### config.mk
export PLATFORM = sky130hd
export DESIGN_NAME = window_gen_3x3
export DESIGN_NICKNAME = d
export VERILOG_FILES = /design/src/rtl/pix_pkg.sv /design/src/rtl/line_fifo.sv /design/src/rtl/window_gen_3x3.sv
export SDC_FILE = /design/constraint.sdc
export NUM_CORES = 2
export LEC_CHECK = 0
export BUFFER_PORTS_ARGS = -buffer_cell sky130_fd_sc_hd__buf_2
export CAP_MARGIN = 30
export CORE_MARGIN = 1
export CORE_UTILIZATION = 30
export DETAILED_ROUTE_END_ITERATION = 10
export SKIP_CTS_REPAIR_TIMING = 1
export SLEW_MARGIN = 20
export SYNTH_ARGS = -nofsm -noshare
export SYNTH_HDL_FRONTEND = slang
export SYNTH_SLANG_ARGS = --single-unit
export TNS_END_PERCENT = 50
### constraint.sdc
create_clock -name clk -period 6.5 [get_ports clk]
set_input_delay 0.975 -clock clk [delete_from_list [all_inputs] [get_ports clk]]
set_output_delay 0.975 -clock clk [all_outputs]
set_load 0.05 [all_outputs]
### src/rtl/pix_pkg.sv
// Shared defaults, FSM state type and tap indexing for the 3x3 window generator.
package pix_pkg;

  localparam int unsigned DW_DEF    = 8;
  localparam int unsigned IMG_W_DEF = 256;
  localparam int unsigned IMG_H_DEF = 256;

  typedef enum logic [1:0] {
    FILL,
    RUN,
    FLUSH
  } state_e;

  // Row-major tap order: TL is packed into the top DW bits of the window.
  localparam int unsigned TAP_TL = 0;
  localparam int unsigned TAP_TC = 1;
  localparam int unsigned TAP_TR = 2;
  localparam int unsigned TAP_ML = 3;
  localparam int unsigned TAP_MC = 4;
  localparam int unsigned TAP_MR = 5;
  localparam int unsigned TAP_BL = 6;
  localparam int unsigned TAP_BC = 7;
  localparam int unsigned TAP_BR = 8;
  localparam int unsigned NTAPS  = 9;

  function automatic logic [NTAPS-1:0] border_keep(input logic top, input logic bot,
                                                   input logic left, input logic right);
    logic [NTAPS-1:0] keep;
    keep = '1;
    if (top) begin
      keep[TAP_TL] = 1'b0;
      keep[TAP_TC] = 1'b0;
      keep[TAP_TR] = 1'b0;
    end
    if (bot) begin
      keep[TAP_BL] = 1'b0;
      keep[TAP_BC] = 1'b0;
      keep[TAP_BR] = 1'b0;
    end
    if (left) begin
      keep[TAP_TL] = 1'b0;
      keep[TAP_ML] = 1'b0;
      keep[TAP_BL] = 1'b0;
    end
    if (right) begin
      keep[TAP_TR] = 1'b0;
      keep[TAP_MR] = 1'b0;
      keep[TAP_BR] = 1'b0;
    end
    return keep;
  endfunction

endpackage

### src/rtl/line_fifo.sv
// Fixed-delay line buffer: dout_o is the sample written DEPTH enabled shifts ago.
module line_fifo #(
  parameter int unsigned DW    = 8,
  parameter int unsigned DEPTH = 256
) (
  input  logic          clk_i,
  input  logic          rst_ni,
  input  logic          en_i,
  input  logic [DW-1:0] din_i,
  output logic [DW-1:0] dout_o
);

  localparam int unsigned PW = $clog2(DEPTH);
  localparam logic [PW-1:0] PTR_LAST = PW'(DEPTH - 1);

  logic [DW-1:0] mem_q [DEPTH];
  logic [PW-1:0] ptr_q, ptr_d;

  // Read-before-write at the same slot gives exactly DEPTH shifts of delay.
  assign dout_o = mem_q[ptr_q];

  always_comb begin
    ptr_d = ptr_q;
    if (en_i) begin
      ptr_d = (ptr_q == PTR_LAST) ? '0 : ptr_q + 1'b1;
    end
  end

  always_ff @(posedge clk_i or negedge rst_ni) begin
    if (!rst_ni) begin
      ptr_q <= '0;
    end else begin
      ptr_q <= ptr_d;
    end
  end

  always_ff @(posedge clk_i) begin
    if (en_i) begin
      mem_q[ptr_q] <= din_i;
    end
  end

endmodule

### src/rtl/window_gen_3x3.sv
// Raster pixel stream to one zero-padded 3x3 neighbourhood per pixel, centred in raster order.
module window_gen_3x3
  import pix_pkg::*;
#(
  parameter int unsigned DW    = DW_DEF,
  parameter int unsigned IMG_W = IMG_W_DEF,
  parameter int unsigned IMG_H = IMG_H_DEF
) (
  input  logic                       clk,
  input  logic                       rst,
  input  logic [DW-1:0]              pix_in,
  input  logic                       pix_valid,
  output logic                       pix_ready,
  output logic [9*DW-1:0]            win,
  output logic                       win_valid,
  output logic [$clog2(IMG_H)-1:0]   out_row,
  output logic [$clog2(IMG_W)-1:0]   out_col,
  output logic                       frame_end
);

  localparam int unsigned CW = $clog2(IMG_W);
  localparam int unsigned RW = $clog2(IMG_H);
  localparam logic [CW-1:0] COL_LAST = CW'(IMG_W - 1);
  localparam logic [RW-1:0] ROW_LAST = RW'(IMG_H - 1);

  state_e          state_q, state_d;
  logic [CW-1:0]   in_col_q, in_col_d, oc_q, oc_d;
  logic [RW-1:0]   in_row_q, in_row_d, or_q, or_d;
  logic            rdy_q;
  logic [DW-1:0]   c1_q [3];
  logic [DW-1:0]   c2_q [3];
  logic [DW-1:0]   taps [NTAPS];
  logic [NTAPS-1:0] keep;
  logic [9*DW-1:0] win_q, win_d;
  logic            win_valid_q, frame_end_q;
  logic [RW-1:0]   out_row_q;
  logic [CW-1:0]   out_col_q;

  logic          xfer, flushing, shift_en, emit, in_last, out_last;
  logic [DW-1:0] pix_eff, mid_new, top_new;

  assign pix_ready = rdy_q;
  assign xfer      = pix_valid & rdy_q;
  assign flushing  = (state_q == FLUSH);
  assign shift_en  = xfer | flushing;
  assign emit      = flushing | (xfer & (state_q == RUN));
  assign pix_eff   = flushing ? '0 : pix_in;
  assign in_last   = (in_row_q == ROW_LAST) && (in_col_q == COL_LAST);
  assign out_last  = (or_q == ROW_LAST) && (oc_q == COL_LAST);

  line_fifo #(.DW(DW), .DEPTH(IMG_W)) u_lb_mid (
    .clk_i (clk),
    .rst_ni(rst),
    .en_i  (shift_en),
    .din_i (pix_eff),
    .dout_o(mid_new)
  );

  line_fifo #(.DW(DW), .DEPTH(IMG_W)) u_lb_top (
    .clk_i (clk),
    .rst_ni(rst),
    .en_i  (shift_en),
    .din_i (mid_new),
    .dout_o(top_new)
  );

  // Window is built from the post-shift view so it can be registered in the transfer cycle.
  always_comb begin
    taps[TAP_TL] = c1_q[0];
    taps[TAP_TC] = c2_q[0];
    taps[TAP_TR] = top_new;
    taps[TAP_ML] = c1_q[1];
    taps[TAP_MC] = c2_q[1];
    taps[TAP_MR] = mid_new;
    taps[TAP_BL] = c1_q[2];
    taps[TAP_BC] = c2_q[2];
    taps[TAP_BR] = pix_eff;
    keep  = border_keep(or_q == '0, or_q == ROW_LAST, oc_q == '0, oc_q == COL_LAST);
    win_d = '0;
    for (int unsigned i = 0; i < NTAPS; i++) begin
      win_d[(NTAPS-i)*DW-1 -: DW] = keep[i] ? taps[i] : '0;
    end
  end

  always_comb begin
    state_d  = state_q;
    in_col_d = in_col_q;
    in_row_d = in_row_q;
    oc_d     = oc_q;
    or_d     = or_q;
    if (xfer) begin
      in_col_d = (in_col_q == COL_LAST) ? '0 : in_col_q + 1'b1;
      if (in_col_q == COL_LAST) begin
        in_row_d = (in_row_q == ROW_LAST) ? '0 : in_row_q + 1'b1;
      end
    end
    if (emit) begin
      oc_d = (oc_q == COL_LAST) ? '0 : oc_q + 1'b1;
      if (oc_q == COL_LAST) begin
        or_d = (or_q == ROW_LAST) ? '0 : or_q + 1'b1;
      end
    end
    case (state_q)
      FILL:  if (xfer && in_row_q == RW'(1) && in_col_q == '0) state_d = RUN;
      RUN:   if (xfer && in_last) state_d = FLUSH;
      FLUSH: begin
        if (out_last) begin
          state_d  = FILL;
          in_col_d = '0;
          in_row_d = '0;
          oc_d     = '0;
          or_d     = '0;
        end
      end
      default: state_d = FILL;
    endcase
  end

  always_ff @(posedge clk or negedge rst) begin
    if (!rst) begin
      state_q     <= FILL;
      in_col_q    <= '0;
      in_row_q    <= '0;
      oc_q        <= '0;
      or_q        <= '0;
      rdy_q       <= 1'b0;
      win_q       <= '0;
      win_valid_q <= 1'b0;
      frame_end_q <= 1'b0;
      out_row_q   <= '0;
      out_col_q   <= '0;
      for (int unsigned i = 0; i < 3; i++) begin
        c1_q[i] <= '0;
        c2_q[i] <= '0;
      end
    end else begin
      state_q     <= state_d;
      in_col_q    <= in_col_d;
      in_row_q    <= in_row_d;
      oc_q        <= oc_d;
      or_q        <= or_d;
      rdy_q       <= (state_d != FLUSH);
      win_valid_q <= emit;
      frame_end_q <= flushing & out_last;
      if (emit) begin
        win_q     <= win_d;
        out_row_q <= or_q;
        out_col_q <= oc_q;
      end
      if (shift_en) begin
        c1_q[0] <= c2_q[0];
        c2_q[0] <= top_new;
        c1_q[1] <= c2_q[1];
        c2_q[1] <= mid_new;
        c1_q[2] <= c2_q[2];
        c2_q[2] <= pix_eff;
      end
    end
  end

  assign win       = win_q;
  assign win_valid = win_valid_q;
  assign out_row   = out_row_q;
  assign out_col   = out_col_q;
  assign frame_end = frame_end_q;

endmodule

==> out/results.ini <==
[routing]
drt_iter0_drc=9811
dr.pass1.iters=7
postRouteAntennaNets=0
num_vias=82600
drc_errors=0
routed_wirelength_um=413000
drt-wirelength-per-cell_um=25.6
post_drt_via_cell_ratio=5.13

[sta]
final.period_utilization=0.835
skew_ns=0.0797
finalMaxSlewViolations=0
worst_pin_slew_ns=1.13
setup_viol=0
rsz0062_at_grt=no
finalSetupTns_ns=0
fmax_mhz=184
hold_viol=0
finalCriticalPeriod_ns=5.43
slew_headroom=0.246

[global_route]
grtUsageTotal=0.143
globalRoute.totalOverflow=0
grt_max_degree=257
grt_pass1_wl_um=597000
grt_antenna_before_repair=10
grt_pass1_vias=83700

[synthesis]
ys_ff_latch=4285
synth_edf_count=4096
synth_area_um2=166000
ys_types=72
synth-async-reset-ratio=0.0441
avgSynthCellArea_um2=20.2
ys_seq_area_frac=0.768
syn_inst=8244
synth_fp_nets=8271
ys_warn_count=0
yosys_most_used_dff=edfxtp_1

[worst_setup_path]
required_ns=7.08
critical_path_arrival_ns=6.01
end_kind=flip-flop
worst_setup_path_start_kind=flip-flop
slowest_stage=dfrtp_4
crit_top_cell=buf_4
max_stage_delay_ns=1.01
cp_num_buf_inv=4
crit_type=flip-flop to flip-flop
crit_family=buffers and inverters
crit_path_cell_trace=clkinv_1 > buf_4 > o21ai_0 > nand4b_1 > a211o_1 > o32ai_2 > inv_8 > buf_4
crit_path_max_fanout=77

[clocking]
cts_buffer_depth=4
clock_sinks=4285
root_buffer=clkbuf_16
worstSkewPairLatency_ns=0.98
cts-htree-levels=5
cts_tree=built
cts_buffers=397
clkTransAtPathRegs_ns=0.07

[flow_run]
cap_violations=0

[die]
rows=273
core_region_area_um2=553000
die_height_um=747
die_area_um2=558000
die_x_um=747
pin_count=102
start_util=0.301

[cells_and_area]
regArea_um2=128000
final_util=0.343
multi_input_area_um2=36300
final_common_cell=edfxtp_1
fin_nets=8507
nFillCells=51100
drive_gt1_frac=0.229
area_growth_pct=13.8
layout_common_cells=edfxtp_1 (4,096), mux4_2 (901), nor2_1 (606), clkbuf_16 (401), nand2_1 (361)

[place]
routabilityCongestion=0.849
hpwl_um=252000
io_buffers=101

[worst_hold_path]
hp-class=input port to asynchronous set/reset pin

[outcome]
status=finished clean

[pwr]
leakage_nw=45.3
powerDensity_nw_per_um2=281
max-vdd-ir-drop_uv=251

worst reg2reg max path: cells and delay by family (launching register included):
kind                   cells  cell delay (ns)
AOI/OAI and AO/OA          3             1.42
buffers and inverters      4             2.31
DFF                        1             1.01
and+or+nand+nor            1             0.26
sequential cells by signal, summed over array words and instances (netlist names):
register,flops
u_lb_mid.mem_q,2048
u_lb_top.mem_q,2048
win,72
c1_q,24
c2_q,24
in_col_q,8
in_row_q,8
oc_q,8
or_q,8
out_col,8
out_row,8
u_lb_mid.ptr_q,8
u_lb_top.ptr_q,8
state_q,2
frame_end,1
pix_ready,1
win_valid,1
layer usage:
metal	track usage	wire, um	vias up
met2	0.229	195000	3582
met4	0.0429	12300	4
met1	0.197	172000	44000
met5	0	26	-
met3	0.0275	33600	652
li1	-	-	34300
synth_stat cells, types with 35 or more instances:
cell / count / share of area
edfxtp_1: 4096 / 0.74
mux4_2: 901 / 0.12
nor2_1: 609 / 0.014
nand2_1: 362 / 0.0082
mux2i_1: 302 / 0.018
clkbuf_1: 225 / 0.0051
dfrtp_1: 189 / 0.028
a22oi_1: 185 / 0.0083
buf_2: 159 / 0.0048
o22ai_1: 150 / 0.0056
nand3_1: 127 / 0.0038
mux2_2: 123 / 0.0083
o21ai_0: 93 / 0.0028
buf_1: 57 / 0.0013
a221oi_1: 51 / 0.0027
a21oi_1: 47 / 0.0014
a22o_1: 43 / 0.0023
a211oi_1: 39 / 0.0018
nor2b_1: 38 / 0.0014
buf_4: 35 / 0.0016
cell families (layout without fill, tap and decap cells):
family | after synthesis | count (layout) | synth area share
flip-flops | 4285 | 4285 | 0.768
XOR/XNOR | 28 | 28 | 0.00147
other | 0 | 7 | 0
adder cells (fa/ha/maj) | 16 | 16 | 0.00120
AND/OR/NAND/NOR | 1317 | 1317 | 0.0347
AO/OA/AOI/OAI | 742 | 742 | 0.0315
buffers and inverters | 530 | 1090 | 0.0152
multiplexers | 1326 | 1326 | 0.148
layout make-up:
cell class / count / share of cell area
antenna: 7 / 0.0000925
clock buffer: 473 / 0.0548
clock inverter: 250 / 0.0138
inverter: 30 / 0.000925
multi-input combinational: 3429 / 0.192
sequential: 4285 / 0.674
tap: 7287 / 0.0481
timing repair buffer: 337 / 0.0160
final timing paths:
path / endpoint / from / slack [ns] / depth (start not counted)
min in group clk: win[2] / pix_in[2] / 0.29 / 2
worst min register to register: win[36] / win[36] / 0.47 / 2
worst max-delay path: u_lb_top.mem_q[88][1] / u_lb_mid.ptr_q[0] / 1.07 / 8
worst max register to register: u_lb_top.mem_q[88][1] / u_lb_mid.ptr_q[0] / 1.07 / 8
max in group asynchronous: frame_end / rst / 5.03 / 2
worst min-delay path: c2_q[21] / rst / 0.04 / 1
stage by stage:
step           hold WS, ns  instance area, um^2  cells  power, mW  setup slack, ns
3_3_place_gp         0.455               176000  15300       30.4             1.12
4_1_cts             0.0373               189000  16100       53.6             1.02
5_1_grt              0.107               189000  16100       54.6            0.834
2_1_floorplan        0.439               166000   8244       30.4            0.726
6_report            0.0361               189000  16100       53.3             1.07
3_5_place_dp         0.460               176000  15300       30.4             1.03
power breakdown:
| part | internal [mW] | switching (mW) |
|---|---|---|
| Clock | 13.2 | 10.3 |
| Combinational | 0.00352 | 0.0277 |
| Sequential | 29.8 | 0 |
No activity file was read; power rests on OpenSTA's default activity.
